<file path="config.mk">
export PLATFORM = sky130hd
export DESIGN_NAME = pll_cfg_seq
export DESIGN_NICKNAME = d
export VERILOG_FILES = /design/src/rtl/pll_cfg_seq.sv
export SDC_FILE = /design/constraint.sdc
export NUM_CORES = 1
export LEC_CHECK = 0
export BUFFER_PORTS_ARGS = -buffer_cell sky130_fd_sc_hd__buf_2
export CAP_MARGIN = 10
export CELL_PAD_IN_SITES_DETAIL_PLACEMENT = 1
export CELL_PAD_IN_SITES_GLOBAL_PLACEMENT = 1
export CORE_MARGIN = 2
export CORE_UTILIZATION = 36
export DETAILED_ROUTE_END_ITERATION = 10
export GPL_ROUTABILITY_DRIVEN = 0
export PLACE_DENSITY_LB_ADDON = 0.2
export SYNTH_ARGS = -nofsm -noshare
export SYNTH_HDL_FRONTEND = slang
export SYNTH_SLANG_ARGS = --single-unit
</file>
<file path="constraint.sdc">
create_clock -name clk -period 3 [get_ports clk]
set_input_delay 0.3 -clock clk [delete_from_list [all_inputs] [get_ports clk]]
set_output_delay 0.3 -clock clk [all_outputs]
set_load 0.005 [all_outputs]
</file>
<file path="src/rtl/pll_cfg_seq.sv">
`default_nettype none
// ============================================================================
// Module      : pll_cfg_seq
// Description : Hardware sequencer for the pixel-clock PLL serial config port.
//               One start pulse holds the PLL in reset, shifts the config word
//               out MSB first on SCLK/SDI, releases the PLL, waits for a stable
//               synchronised lock (or a timeout) and then drops the
//               pixel-domain reset request.
//               Optional feature macro: PLL_CFG_READBACK_EN
//                 defined   -> SDO is captured into readback and compared with
//                              the latched config word (verify_err).
//                 undefined -> readback and verify_err are constant 0.
// Revision    : 1.0 - initial release
// ============================================================================
module pll_cfg_seq #(
  parameter int CFG_BITS     = 26,
  parameter int CLK_DIV      = 4,
  parameter int RST_CYCLES   = 16,
  parameter int LOCK_STABLE  = 64,
  parameter int LOCK_TIMEOUT = 1048576
) (
  input  logic                clk,
  input  logic                nreset,
  input  logic                start,
  input  logic [CFG_BITS-1:0] cfg_data,
  input  logic                pll_sdo,
  input  logic                pll_locked,
  output logic                pll_sclk,
  output logic                pll_sdi,
  output logic                pll_nreset,
  output logic                pclk_reset_req,
  output logic                busy,
  output logic                done,
  output logic                timeout_err,
  output logic [CFG_BITS-1:0] readback,
  output logic                verify_err
);

  localparam int HOLD_W   = $clog2(RST_CYCLES) + 1;
  localparam int DIV_W    = $clog2(CLK_DIV) + 1;
  localparam int BIT_W    = $clog2(CFG_BITS) + 1;
  localparam int STABLE_W = $clog2(LOCK_STABLE) + 1;
  localparam int TMO_W    = $clog2(LOCK_TIMEOUT) + 1;

  localparam logic [HOLD_W-1:0]   HOLD_LAST  = HOLD_W'(RST_CYCLES - 1);
  localparam logic [DIV_W-1:0]    DIV_LAST   = DIV_W'(CLK_DIV - 1);
  localparam logic [BIT_W-1:0]    BIT_TOP    = BIT_W'(CFG_BITS - 1);
  localparam logic [STABLE_W-1:0] STABLE_TGT = STABLE_W'(LOCK_STABLE);
  localparam logic [TMO_W-1:0]    TMO_TGT    = TMO_W'(LOCK_TIMEOUT);

  typedef enum logic [2:0] {
    S_IDLE      = 3'd0,
    S_HOLD      = 3'd1,
    S_SHIFT_LO  = 3'd2,
    S_SHIFT_HI  = 3'd3,
    S_RELEASE   = 3'd4,
    S_WAIT_LOCK = 3'd5,
    S_FINISH    = 3'd6
  } state_t;

  state_t                state, state_nxt;
  logic [HOLD_W-1:0]     hold_cnt, hold_cnt_nxt;
  logic [DIV_W-1:0]      div_cnt, div_cnt_nxt;
  logic [BIT_W-1:0]      bit_idx, bit_idx_nxt;
  logic [STABLE_W-1:0]   stable_cnt, stable_cnt_nxt;
  logic [TMO_W-1:0]      tmo_cnt, tmo_cnt_nxt;
  logic [CFG_BITS-1:0]   shreg, shreg_nxt;
  logic                  lock_ok, lock_ok_nxt;
  logic                  sclk_q, sclk_nxt;
  logic                  sdi_q, sdi_nxt;
  logic                  nrst_q, nrst_nxt;
  logic                  preq_q, preq_nxt;
  logic                  busy_q, busy_nxt;
  logic                  done_q, done_nxt;
  logic                  terr_q, terr_nxt;

  logic                  lock_meta;
  logic                  locked_s;

`ifdef PLL_CFG_READBACK_EN
  logic [CFG_BITS-1:0]   cfg_lat, cfg_lat_nxt;
  logic [CFG_BITS-1:0]   rb_q, rb_nxt;
  logic                  verr_q, verr_nxt;
`else
  // SDO is intentionally ignored when readback is compiled out
  logic                  unused_sdo;
  assign unused_sdo = pll_sdo;
`endif

  // Two-flop synchroniser for the asynchronous PLL lock indication
  always_ff @(posedge clk or negedge nreset) begin
    if (!nreset) begin
      lock_meta <= 1'b0;
      locked_s  <= 1'b0;
    end else begin
      lock_meta <= pll_locked;
      locked_s  <= lock_meta;
    end
  end

  // State, counters and registered outputs
  always_ff @(posedge clk or negedge nreset) begin
    if (!nreset) begin
      state      <= S_IDLE;
      hold_cnt   <= '0;
      div_cnt    <= '0;
      bit_idx    <= '0;
      stable_cnt <= '0;
      tmo_cnt    <= '0;
      shreg      <= '0;
      lock_ok    <= 1'b0;
      sclk_q     <= 1'b0;
      sdi_q      <= 1'b0;
      nrst_q     <= 1'b0;
      preq_q     <= 1'b1;
      busy_q     <= 1'b0;
      done_q     <= 1'b0;
      terr_q     <= 1'b0;
`ifdef PLL_CFG_READBACK_EN
      cfg_lat    <= '0;
      rb_q       <= '0;
      verr_q     <= 1'b0;
`endif
    end else begin
      state      <= state_nxt;
      hold_cnt   <= hold_cnt_nxt;
      div_cnt    <= div_cnt_nxt;
      bit_idx    <= bit_idx_nxt;
      stable_cnt <= stable_cnt_nxt;
      tmo_cnt    <= tmo_cnt_nxt;
      shreg      <= shreg_nxt;
      lock_ok    <= lock_ok_nxt;
      sclk_q     <= sclk_nxt;
      sdi_q      <= sdi_nxt;
      nrst_q     <= nrst_nxt;
      preq_q     <= preq_nxt;
      busy_q     <= busy_nxt;
      done_q     <= done_nxt;
      terr_q     <= terr_nxt;
`ifdef PLL_CFG_READBACK_EN
      cfg_lat    <= cfg_lat_nxt;
      rb_q       <= rb_nxt;
      verr_q     <= verr_nxt;
`endif
    end
  end

  // Next-state and next-output logic; every register holds unless changed
  always_comb begin
    state_nxt      = state;
    hold_cnt_nxt   = hold_cnt;
    div_cnt_nxt    = div_cnt;
    bit_idx_nxt    = bit_idx;
    stable_cnt_nxt = stable_cnt;
    tmo_cnt_nxt    = tmo_cnt;
    shreg_nxt      = shreg;
    lock_ok_nxt    = lock_ok;
    sclk_nxt       = sclk_q;
    sdi_nxt        = sdi_q;
    nrst_nxt       = nrst_q;
    preq_nxt       = preq_q;
    busy_nxt       = busy_q;
    done_nxt       = done_q;
    terr_nxt       = terr_q;
`ifdef PLL_CFG_READBACK_EN
    cfg_lat_nxt    = cfg_lat;
    rb_nxt         = rb_q;
    verr_nxt       = verr_q;
`endif

    case (state)
      S_IDLE: begin
        if (start) begin
          state_nxt    = S_HOLD;
          busy_nxt     = 1'b1;
          done_nxt     = 1'b0;
          terr_nxt     = 1'b0;
          nrst_nxt     = 1'b0;
          preq_nxt     = 1'b1;
          shreg_nxt    = cfg_data;
          hold_cnt_nxt = '0;
          div_cnt_nxt  = '0;
`ifdef PLL_CFG_READBACK_EN
          cfg_lat_nxt  = cfg_data;
          rb_nxt       = '0;
          verr_nxt     = 1'b0;
`endif
        end
      end

      S_HOLD: begin
        if (hold_cnt == HOLD_LAST) begin
          state_nxt    = S_SHIFT_LO;
          hold_cnt_nxt = '0;
          div_cnt_nxt  = '0;
          bit_idx_nxt  = BIT_TOP;
          sclk_nxt     = 1'b0;
          sdi_nxt      = shreg[CFG_BITS-1];
        end else begin
          hold_cnt_nxt = hold_cnt + HOLD_W'(1);
        end
      end

      S_SHIFT_LO: begin
        if (div_cnt == DIV_LAST) begin
          state_nxt   = S_SHIFT_HI;
          div_cnt_nxt = '0;
          sclk_nxt    = 1'b1;
        end else begin
          div_cnt_nxt = div_cnt + DIV_W'(1);
        end
      end

      S_SHIFT_HI: begin
        if (div_cnt == DIV_LAST) begin
          // Last high cycle: capture SDO, advance the word, drop SCLK
          div_cnt_nxt = '0;
          sclk_nxt    = 1'b0;
          shreg_nxt   = {shreg[CFG_BITS-2:0], 1'b0};
`ifdef PLL_CFG_READBACK_EN
          rb_nxt      = {rb_q[CFG_BITS-2:0], pll_sdo};
`endif
          if (bit_idx == '0) begin
            state_nxt = S_RELEASE;
            sdi_nxt   = 1'b0;
            nrst_nxt  = 1'b1;
          end else begin
            state_nxt   = S_SHIFT_LO;
            bit_idx_nxt = bit_idx - BIT_W'(1);
            sdi_nxt     = shreg[CFG_BITS-2];
          end
        end else begin
          div_cnt_nxt = div_cnt + DIV_W'(1);
        end
      end

      S_RELEASE: begin
        state_nxt      = S_WAIT_LOCK;
        stable_cnt_nxt = '0;
        tmo_cnt_nxt    = '0;
      end

      S_WAIT_LOCK: begin
        // A single low sample of the lock restarts the stability count
        stable_cnt_nxt = locked_s ? (stable_cnt + STABLE_W'(1)) : '0;
        tmo_cnt_nxt    = tmo_cnt + TMO_W'(1);
        // Stable lock is checked first so it wins a same-cycle tie
        if (stable_cnt_nxt == STABLE_TGT) begin
          state_nxt   = S_FINISH;
          lock_ok_nxt = 1'b1;
        end else if (tmo_cnt_nxt == TMO_TGT) begin
          state_nxt   = S_FINISH;
          lock_ok_nxt = 1'b0;
        end
      end

      S_FINISH: begin
        state_nxt = S_IDLE;
        busy_nxt  = 1'b0;
        done_nxt  = 1'b1;
        terr_nxt  = !lock_ok;
        if (lock_ok) begin
          preq_nxt = 1'b0;
        end
`ifdef PLL_CFG_READBACK_EN
        verr_nxt  = (rb_q != cfg_lat);
`endif
      end

      default: begin
        state_nxt = S_IDLE;
      end
    endcase
  end

  assign pll_sclk       = sclk_q;
  assign pll_sdi        = sdi_q;
  assign pll_nreset     = nrst_q;
  assign pclk_reset_req = preq_q;
  assign busy           = busy_q;
  assign done           = done_q;
  assign timeout_err    = terr_q;

`ifdef PLL_CFG_READBACK_EN
  assign readback       = rb_q;
  assign verify_err     = verr_q;
`else
  assign readback       = '0;
  assign verify_err     = 1'b0;
`endif

endmodule
`default_nettype wire
</file>
-- Word level (Yosys, flattened, before mapping)
Cells that the tools add are included.
- input bits: 31
- output and inout port bits: 34
- bits in registers: 81
- equality and inequality tests: 18
- reduce and logical (&&, ||, !) cells: 23
- mux-type cells: 45
- add/sub/neg operators: 5
- operator list (cell ; count):
    2-to-1 mux 26 bit ; 2
    case mux 26 bit (2 select lines) ; 1
    case mux 21 bit (2 select lines) ; 1
    2-to-1 mux 3 bit ; 10
    adder 21 x 1 -> 21 bit, second input constant ; 1
    equality test 21 bit, second input constant ; 1
    2-to-1 mux 6 bit ; 3
    case mux 3 bit (6 select lines) ; 1
    inequality test 2 bit, second input constant ; 7
    case mux 7 bit (2 select lines) ; 1
    2-to-1 mux 1 bit ; 13
    case mux 1 bit (2 select lines) ; 6
    case mux 6 bit (2 select lines) ; 1
    AND reduction 3 bit ; 4
    AND reduction 4 bit ; 3
    nonzero test 2 bit ; 6
    2-to-1 mux 5 bit ; 2
    case mux 5 bit (2 select lines) ; 1
    equality test 3 x 2 -> 1 bit, second input constant ; 3
    equality test 3 bit, second input constant ; 3
    case mux 3 bit (3 select lines) ; 1
    adder 7 x 1 -> 7 bit, second input constant ; 1
    equality test 7 bit, second input constant ; 1
    2-to-1 mux 7 bit ; 1
    other kinds (14) ; 17

-- Longest topological paths before layout
Gate-level depths: netlist (run 1).
- word-level depth: 5
- gate-level depth with buffers: 7
- gate-level depth less buffers: 7

-- Least setup slack after synthesis (run 1)
OpenSTA, ideal clock, no wires.
- kind: register -> register
- start point: reg tmo_cnt[0]
- end point: reg state[1]
- buffers on the path: 0
- stages on the path, launching flop included: 8
- setup time: 0.119 ns
- path slack: 0.831 ns
- arrival: 2.050 ns
- required time: 2.881 ns
- cell sequence: dfrtp_1 ha_1 nand3_1 nor4_4 a31oi_1 o22a_1 and4_4 o21a_1
- longest elaborated chain between the ends: 4
- ends and longest elaborated chain (item ; RTL line ; text):
    start: declaration ; 66 ; logic [TMO_W-1:0] tmo_cnt, tmo_cnt_nxt;
    start signal: assignment ; 130 ; tmo_cnt <= tmo_cnt_nxt;
    adder 21 x 1 -> 21 bit ; 246 ; tmo_cnt_nxt = tmo_cnt + TMO_W'(1);
    equality test 21 bit ; 251 ; end else if (tmo_cnt_nxt == TMO_TGT) begin
    inequality test 3 bit (no line) ; -- ;
    AND reduction 5 bit (no line) ; -- ;
    end signal: assignment ; 125 ; state <= state_nxt;
    end: declaration ; 61 ; state_t state, state_nxt;
Every way passes these cells.
A chain may end at the register's enable or synchronous reset.

-- Worst setup path in the final report (run 1)
Ends and elaborated chain as after synthesis.

==> results of run 1 <==
[state kept, by name, indices dropped and copies added (netlist names)]
name / flops
pll_sclk: 1
tmo_cnt: 21
stable_cnt: 7
div_cnt: 3
shreg: 26
timeout_err: 1
locked_s: 1
busy: 1
hold_cnt: 5
state: 3
lock_meta: 1
done: 1
pll_nreset: 1
pclk_reset_req: 1
lock_ok: 1
pll_sdi: 1
bit_idx: 6
[power groups by stage]
stage	clock (mW)	sequential, mW	combinational [mW]
global placement	0	1.12	0.0591
floorplan	0	1.12	0.0375
global route	1.12	1.10	0.0688
detailed placement	0	1.12	0.0602
CTS	1.05	1.10	0.0616
finish	1.02	1.10	0.0597
[routing by layer]
layer	GRT usage (%)	part of all wire, %
met5	0	0
met4	5.13	1.4
met3	3.62	3.2
met2	26.7	47
met1	21.2	48
[synth_stat cells, types with 4 or more instances]
master	number
nand2_1	81
dfrtp_1	80
o21ai_0	71
mux2i_1	35
buf_4	29
nor2_1	29
clkbuf_1	22
a21oi_1	18
nand3_1	17
inv_1	15
nor3_1	15
a31oi_1	8
ha_1	7
nand2b_1	6
nand4_1	6
xor2_1	6
and3_1	5
buf_1	5
and2_1	4
nor2b_1	4
nor4_1	4
o31ai_1	4
[area by class of cell]
type | instances | area (um^2)
Tap cell | 172 | 215
Fill cell | 1526 | 7490
Clock buffer | 14 | 254
Timing Repair Buffer | 46 | 273
Multi-Input combinational cell | 399 | 2390
Sequential cell | 81 | 2030
Inverter | 15 | 56.3
Clock inverter | 2 | 13.8
[path summary, 6_finish.rpt]
| path | to | slack (ns) | cells past startpoint |
|---|---|---|---|
| max | state[1] | 0.55 | 8 |
| min | lock_meta | 0.06 | 1 |
| max reg2reg | state[1] | 0.55 | 8 |
| min reg2reg | locked_s | 0.36 | 0 |
| max in group asynchronous | pclk_reset_req | 1.71 | 3 |
| min in group asynchronous | tmo_cnt[0] | 0.52 | 2 |
[per-stage QoR]
step / instances / power [mW]
3_3_place_gp: 712 / 1.18
6_report: 729 / 2.18
3_5_place_dp: 712 / 1.18
5_1_grt: 729 / 2.28
4_1_cts: 729 / 2.21
2_1_floorplan: 555 / 1.15
[logic make-up (layout without fill, tap and decap cells)]
| logic type | count (synthesis) | in the layout | share of synthesized area [%] |
|---|---|---|---|
| XOR/XNOR | 9 | 9 | 1.67 |
| adder cells (fa/ha/maj) | 7 | 7 | 1.86 |
| multiplexers | 38 | 38 | 8.15 |
| AO/OA/AOI/OAI | 126 | 126 | 15.7 |
| AND/OR/NAND/NOR | 192 | 192 | 21.0 |
| other | 1 | 27 | 0.0795 |
| flip-flops | 81 | 81 | 43.0 |
| buffers and inverters | 75 | 77 | 8.52 |
[placed cells by master (no fill, tap or decap), drive strengths merged, types with 18 or more instances in the layout]
master	netlist	final
nand3	18	18
o21ai	73	73
dfrtp	80	80
nand2	81	81
a21oi	18	18
nor2	29	29
mux2i	35	35
conb	1	27
buf	38	45
==> flow_metrics.py, run 1 <==
metrics = {
    "yosys": {
        "yosys_warnings": 0,
        "async_flop_share_pct": 100,
        "synth_edf_count": 0,
        "yosysSeqAreaShare_pct": 43.0,
        "syn_area_um2": 4710,
        "synth_seq_cells": 81,
        "synth_cell_types": 60,
        "yosysTopAreaCellShare_pct": 42.5,
        "syn_inst": 529,
        "synthFlopType": "dfrtp_1",
        "ys_top_cells_by_area": "dfrtp_1 42%, o21ai_0 7.5%, mux2i_1 7.4%, nand2_1 6.4%, buf_4 4.6%",
        "synth_area_leader_cell": "dfrtp_1",
        "postSynthAreaPerCell_um2": 8.91,
    },
    "sta": {
        "setup_viol": 0,
        "slew_headroom_pct": 31.5,
        "holdWs_ns": 0.0642,
        "rsz0062_at_grt": "false",
        "period_needed_ns": 2.45,
        "fmax_mhz": 408,
        "worstMarginPinSlew_ns": 1.02,
        "final-hold-violation-count": 0,
        "drv_slew": 0,
        "totalNegativeSetupSlack_ns": 0,
        "setup_ws_ns": 0.549,
        "fin_skew_ns": 0.00661,
        "period_share_pct": 81.7,
    },
    "min_path": {
        "worstHoldStart": "pll_locked",
        "min_path_type": "input pin to flip-flop",
    },
    "floorplan": {
        "die_y_um": 118,
        "io_pins": 65,
        "row_count": 41,
        "core_area_um2": 12700,
        "initial_utilization_pct": 37.1,
        "dieArea_um2": 14000,
        "die_width_um": 118,
    },
    "worst_setup_path": {
        "crit_chain": "ha_1 > nand3_1 > buf_4 > nor4_4 > a31oi_1 > o22a_1 > and4_4 > o21a_1",
        "crit_family": "simple AND/OR/NAND/NOR gates",
        "critPathRequiredTime_ns": 3.23,
        "rr_startpoint": "tmo_cnt[0]",
        "crit_fanout": 9,
        "cp.buffers_inverters": 1,
        "slowest_stage": "dfrtp_1",
        "cp.arrival_ns": 2.68,
        "cp-end-kind": "flip-flop",
        "critPathKind": "flip-flop to flip-flop",
        "cpPeakStageDelay_ns": 0.52,
        "worst_setup_path_start_kind": "flip-flop",
        "crit_start": "tmo_cnt[0]",
    },
    "global_route": {
        "overflow": 0,
        "grt_pass1_vias": 3811,
        "grt_pass1_wl_um": 18700,
        "grt_usage_pct": 16.2,
        "grt_max_degree": 52,
        "antenna_found_initial": 0,
    },
    "clocking": {
        "cts_hold_buf": 1,
        "cts_resized": 0,
        "cts_tree": "built",
        "cts_buffer_depth": 2,
        "numCtsBuffers": 9,
        "cts_setup_buffers": 0,
        "cts.sinks": 81,
        "cts_root_buf": "clkbuf_16",
        "clock_latency_ns": 0.34,
        "clk_pin_slew_ns": 0.06,
        "h-tree-depth": 3,
    },
    "placement": {
        "hpwl_um": 7480,
        "port_buffers": 36,
        "placed_area_um2": 4960,
        "dp_slack_ns": 0.582,
    },
    "pwr": {
        "pwr-share-comb_pct": 2.7,
        "internal_power_mw": 1.70,
        "p_leak_nw": 2.29,
        "powerDensity_nw_per_um2": 416,
        "switching_share_pct": 21.9,
        "clkPwrFrac_pct": 46.8,
        "p_sw_uw": 476,
        "ir_drop_uv": 312,
        "p_seq_share_pct": 50.4,
    },
    "route": {
        "drt-total-wl_um": 10800,
        "initialDrtViolationCount": 127,
        "remaining_drc_errors": 0,
        "vias_per_cell": 5.14,
        "wl_per_cell_um": 14.8,
        "num_vias": 3748,
        "first_pass_iters": 4,
        "ant_nets": 0,
    },
    "cells_and_area": {
        "drive_above_1_share_pct": 14.0,
        "synthToLayoutAreaGrowth_pct": 11.0,
        "layout.nets": 590,
        "n_antenna_cell": 0,
        "fin_area_um2": 5230,
        "final_core_util_pct": 41.1,
    },
    "outcome": {
        "status": "finished clean",
    },
    "run": {
        "drv_cap": 0,
    },
}
No activity file was read; power rests on OpenSTA's default activity.
==> inputs of run 2 (changes only) <==
==> constraint.sdc (replaced) <==
create_clock -name clk -period 2.2 [get_ports clk]
set_input_delay 0.22 -clock clk [delete_from_list [all_inputs] [get_ports clk]]
set_output_delay 0.22 -clock clk [all_outputs]
set_load 0.005 [all_outputs]
==> run 2 against run 1 <==
Compared with the run above: register-to-register slack lost 0.43 ns; clock skew is 0.0019 ns higher; first-iteration DRC count grew 36%; sequential share of layout area shrank 2.1 points; combinational power grew 45%; via count increased by 3.5%; global-route usage rose by 1.0 points; worst setup slack worse by 0.43 ns; maximum frequency up 18%; non-clock buffer count increased by 31; critical endpoint is now lock_ok; sequential cell count stayed put; critical path depth shrank 2.
==> flow_metrics.py, run 2 (synthesis gave the netlist of run 1 again) <==
metrics = {
    "floorplan": {
        "initial_utilization_pct": 37.1,
        "dieArea_um2": 14000,
        "row_count": 41,
        "die_y_um": 118,
        "core_area_um2": 12700,
        "die_width_um": 118,
        "io_pins": 65,
    },
    "cells_and_area": {
        "synthToLayoutAreaGrowth_pct": 17.4,
        "layout.nets": 621,
        "final_common_cell": "nand2_1",
        "n_antenna_cell": 0,
        "max_flop_register": "shreg",
        "drive_above_1_share_pct": 18.9,
        "largestRegisters": "shreg x26, tmo_cnt x21, stable_cnt x7",
        "layout_common_cells": "81 x nand2_1, 80 x dfrtp_1, 71 x o21ai_0, 38 x buf_4",
        "largest_reg_flops": 26,
        "final_core_util_pct": 43.5,
        "fin_area_um2": 5540,
    },
    "clocking": {
        "cts_buffer_depth": 2,
        "cts_tree": "built",
        "numCtsBuffers": 9,
        "cts.sinks": 81,
        "h-tree-depth": 3,
        "cts_root_buf": "clkbuf_16",
        "clk_pin_slew_ns": 0.06,
        "clock_latency_ns": 0.34,
    },
    "sta": {
        "rsz0062_at_grt": "false",
        "final-hold-violation-count": 0,
        "period_needed_ns": 2.08,
        "fmax_mhz": 480,
        "totalNegativeSetupSlack_ns": 0,
        "fin_skew_ns": 0.00850,
        "setup_viol": 0,
        "period_share_pct": 94.7,
        "drv_slew": 0,
        "worstMarginPinSlew_ns": 0.648,
        "slew_headroom_pct": 56.8,
    },
    "route": {
        "first_pass_iters": 5,
        "wl_per_cell_um": 15.0,
        "drt-total-wl_um": 11400,
        "initialDrtViolationCount": 173,
        "remaining_drc_errors": 0,
        "num_vias": 3879,
        "vias_per_cell": 5.10,
        "ant_nets": 0,
    },
    "pwr": {
        "p_seq_share_pct": 47.1,
        "internal_power_mw": 2.52,
        "powerDensity_nw_per_um2": 574,
        "switching_share_pct": 20.8,
        "clkPwrFrac_pct": 50.2,
        "pwr-share-comb_pct": 2.7,
        "p_sw_uw": 661,
        "p_leak_nw": 2.48,
        "ir_drop_uv": 361,
    },
    "run": {
        "drv_cap": 0,
    },
    "min_path": {
        "min_path_type": "input pin to flip-flop",
    },
    "global_route": {
        "grt_max_degree": 52,
        "grt_usage_pct": 17.2,
        "grt_pass1_wl_um": 19800,
        "antenna_found_initial": 0,
        "grt_pass1_vias": 4084,
        "overflow": 0,
    },
    "worst_setup_path": {
        "cp.arrival_ns": 2.31,
        "cp-end-kind": "flip-flop",
        "critPathRequiredTime_ns": 2.43,
        "crit_fanout": 6,
        "worst_setup_path_start_kind": "flip-flop",
        "critPathKind": "flip-flop to flip-flop",
    },
    "placement": {
        "hpwl_um": 8040,
        "placed_area_um2": 5180,
        "port_buffers": 36,
    },
    "outcome": {
        "status": "finished clean",
    },
}
==> run 2: layer usage <==
metal / share of wire (%) / global-route usage (%) / vias to the layer above
met4: 1.3 / 5.58 / 0
met5: 0 / 0 / -
li1: - / - / 1914
met3: 3.5 / 4.10 / 9
met1: 47 / 22.5 / 1907
met2: 48 / 28.1 / 49
==> run 2: power groups by stage <==
stage          Combinational (mW)  Clock (mW)  Sequential, mW
2_1_floorplan              0.0512           0            1.52
3_3_place_gp               0.0830           0            1.52
3_5_place_dp               0.0855           0            1.52
4_1_cts                    0.0888        1.65            1.50
5_1_grt                    0.0994        1.72            1.50
6_report                   0.0863        1.60            1.50
==> run 2: path summary, 6_finish.rpt <==
| kind | slack (ns) | startpoint | endpoint | depth (start not counted) |
|---|---|---|---|---|
| min reg2reg | 0.36 | lock_meta | locked_s | 0 |
| max in group asynchronous | 1.11 | nreset | bit_idx[2] | 3 |
| max | 0.12 | tmo_cnt[9] | lock_ok | 6 |
| min | 0.12 | cfg_data[0] | shreg[0] | 2 |
| min in group asynchronous | 0.46 | nreset | tmo_cnt[14] | 2 |
| max reg2reg | 0.12 | tmo_cnt[9] | lock_ok | 6 |
==> run 2: timing repair <==
action / 4_1_cts / 5_1_grt
hold endpoints to repair: 45 / 0
resized for setup: 0 / 3
hold buffers: 2 / 0
setup endpoints to repair: 0 / 3
setup buffers: 0 / 2
==> run 2: layout make-up <==
| class | instances | area, um^2 |
|---|---|---|
| flip-flops and latches | 81 | 2030 |
| multi-input cells | 399 | 2410 |
| inverters | 15 | 56.3 |
| fillers | 1552 | 7190 |
| clock buffers | 13 | 240 |
| well taps | 172 | 215 |
| repair buffers | 77 | 520 |
| clock inverters | 3 | 65.1 |
==> run 2: stage by stage <==
stage	instances	total power, mW	hold slack [ns]	setup WS (ns)
2_1_floorplan	555	1.57	-0.0756	0.0309
3_3_place_gp	740	1.61	0.294	0.144
3_5_place_dp	740	1.61	0.297	0.0546
4_1_cts	758	3.24	0.0999	0.0338
5_1_grt	760	3.32	0.125	0.0199
6_report	760	3.18	0.116	0.117
==> run 2: critical path, stage by stage, from the launching register on <==
cell	delay [ns]
dfrtp_1	0.46
or4b_2	0.71
nor3_1	0.17
a211oi_1	0.10
a221oi_2	0.19
and4_4	0.28
o21ai_1	0.07
==> inputs of run 3 (changes only) <==
--- a/config.mk
+++ b/config.mk
@@ -9,11 +9,10 @@
 export CAP_MARGIN = 10
 export CELL_PAD_IN_SITES_DETAIL_PLACEMENT = 1
 export CELL_PAD_IN_SITES_GLOBAL_PLACEMENT = 1
-export CORE_MARGIN = 2
 export CORE_UTILIZATION = 36
 export DETAILED_ROUTE_END_ITERATION = 10
-export GPL_ROUTABILITY_DRIVEN = 0
 export PLACE_DENSITY_LB_ADDON = 0.2
+export SETUP_SLACK_MARGIN = 0.5
 export SYNTH_ARGS = -nofsm -noshare
 export SYNTH_HDL_FRONTEND = slang
 export SYNTH_SLANG_ARGS = --single-unit
==> run 3 against run 2 <==
Compared with the run above: non-clock buffer count rose by 30; sequential cell count did not move; sequential power barely moved; hold slack improved by 0.00080 ns; count of clock-buffer cells in the layout fell by 1; total power fell by 0.70%.
==> flow_metrics.py, run 3 (synthesis gave the netlist of run 1 again) <==
metrics = {
    "pwr": {
        "p_leak_nw": 2.74,
        "powerDensity_nw_per_um2": 522,
        "ir_drop_uv": 393,
    },
    "worst_setup_path": {
        "reg2reg_to": "lock_ok",
        "worst_setup_path_start_kind": "flip-flop",
        "cp.arrival_ns": 2.23,
        "rr_startpoint": "tmo_cnt[1]",
        "r2r_cells": 7,
        "r2r_slack_ns": 0.19,
        "critPathRequiredTime_ns": 2.43,
        "crit_fanout": 5,
        "critPathKind": "flip-flop to flip-flop",
        "cp-end-kind": "flip-flop",
    },
    "run": {
        "drv_cap": 0,
    },
    "clocking": {
        "cts.sinks": 81,
        "clk_pin_slew_ns": 0.06,
        "clock_latency_ns": 0.34,
        "h-tree-depth": 3,
        "cts_buffer_depth": 2,
        "numCtsBuffers": 9,
        "cts_tree": "built",
        "cts_root_buf": "clkbuf_16",
    },
    "sta": {
        "final-hold-violation-count": 0,
        "drv_slew": 0,
        "rsz0062_at_grt": "true",
        "period_needed_ns": 2.01,
        "fmax_mhz": 498,
        "period_share_pct": 91.3,
        "fin_skew_ns": 0.00862,
        "setup_ws_ns": 0.192,
        "setup_viol": 0,
    },
    "floorplan": {
        "row_count": 41,
        "io_pins": 65,
        "core_area_um2": 12700,
        "dieArea_um2": 13600,
        "die_width_um": 116,
        "die_y_um": 116,
        "initial_utilization_pct": 37.2,
    },
    "route": {
        "initialDrtViolationCount": 184,
        "wl_per_cell_um": 16.0,
        "ant_nets": 0,
        "remaining_drc_errors": 0,
        "drt-total-wl_um": 12700,
        "vias_per_cell": 5.19,
        "num_vias": 4112,
        "first_pass_iters": 4,
    },
    "cells_and_area": {
        "final_common_cell": "nand2_1",
        "fin_area_um2": 6050,
        "synthToLayoutAreaGrowth_pct": 28.3,
        "n_antenna_cell": 0,
        "layout.nets": 654,
        "largestRegisters": "shreg x26, tmo_cnt x21, stable_cnt x7",
        "max_flop_register": "shreg",
        "drive_above_1_share_pct": 27.5,
        "layout_common_cells": "79 x nand2_1, 72 x dfrtp_1, 68 x o21ai_0, 61 x buf_4",
        "largest_reg_flops": 26,
    },
    "placement": {
        "gp_congestion": 0.767,
        "placed_area_um2": 5150,
        "dp_slack_ns": -0.0242,
        "hpwl_um": 7870,
        "port_buffers": 36,
    },
    "global_route": {
        "antenna_found_initial": 0,
        "grt_pass1_wl_um": 21300,
        "grt_max_degree": 36,
        "grt_pass1_vias": 4341,
        "grt_usage_pct": 20.2,
        "overflow": 0,
    },
    "min_path": {
        "holdPathStages": 2,
        "worstHoldStart": "cfg_data[0]",
        "min_path_type": "input pin to flip-flop",
        "hold_end": "shreg[0]",
    },
    "outcome": {
        "status": "finished clean",
    },
}
==> run 3: changes by cell type in the layout (fill, tap and decap cells not counted), moves of 4 or more <==
cell,before,now
dfrtp_1,80,72
dfrtp_2,0,8
nor3_1,15,10
buf_6,0,4
buf_4,38,61
==> run 3: worst max-delay path by stage <==
stage | slack [ns] | end | startpoint | cells after the start
6_report | 0.19 | lock_ok | tmo_cnt[1] | 7
5_1_grt | 0.05 | lock_ok | tmo_cnt[1] | 7
4_1_cts | 0.22 | state[1] | tmo_cnt[0] | 7
3_5_place_dp | -0.02 | shreg[4] | state[1] | 5
3_3_place_gp | 0.12 | state[1] | tmo_cnt[0] | 7
2_1_floorplan | 0.31 | state[1] | tmo_cnt[0] | 7
==> run 3: power breakdown <==
group	switching (mW)	internal, mW
combinational	0.0566	0.0283
clock	0.633	0.943
sequential	0.00247	1.49
==> run 3: per-layer routing <==
| metal | share of wire [%] | track usage [%] | wire, um |
|---|---|---|---|
| met1 | 45 | 24.9 | 5750 |
| met2 | 50 | 34.8 | 6300 |
| met3 | 3.5 | 4.88 | 449 |
| met4 | 1.2 | 6.50 | 152 |
| met5 | 0 | 0 | 0 |
==> run 3: cell type report <==
class	count	area, um^2
Clock buffer	12	256
Clock inverter	4	51.3
Fill cell	1488	6620
Inverter	15	60.1
Multi-Input combinational cell	402	2630
Sequential cell	81	2040
Tap cell	172	215
Timing Repair Buffer	107	798
==> run 3: per-stage QoR <==
step	instances	power [mW]	utilization (%)	setup TNS [ns]	hold slack (ns)
3_3_place_gp	730	1.60	40.7	0	0.210
5_1_grt	793	3.27	47.7	0	0.112
2_1_floorplan	555	1.57	-	0	-0.0756
6_report	793	3.16	47.7	0	0.117
4_1_cts	778	3.20	46.0	0	0.100
3_5_place_dp	730	1.61	40.7	-0.0242	0.219
==> run 3: what timing repair did <==
item | 4_1_cts | 5_1_grt
pin swaps | 14 | 17
gates cloned | 3 | 0
endpoints found under the hold margin | 33 | 0
endpoints found under the setup margin | 42 | 63
hold buffers | 2 | 0
setup buffers | 27 | 15
gates resized for setup | 29 | 14
==> run 3: critical path, cell delays in order, from the launching register on <==
cell,delay (ns)
dfrtp_2,0.43
buf_6,0.12
nand4_4,0.18
nor3_4,0.23
mux2_4,0.32
a221oi_2,0.26
and4_4,0.28
o21ai_1,0.07
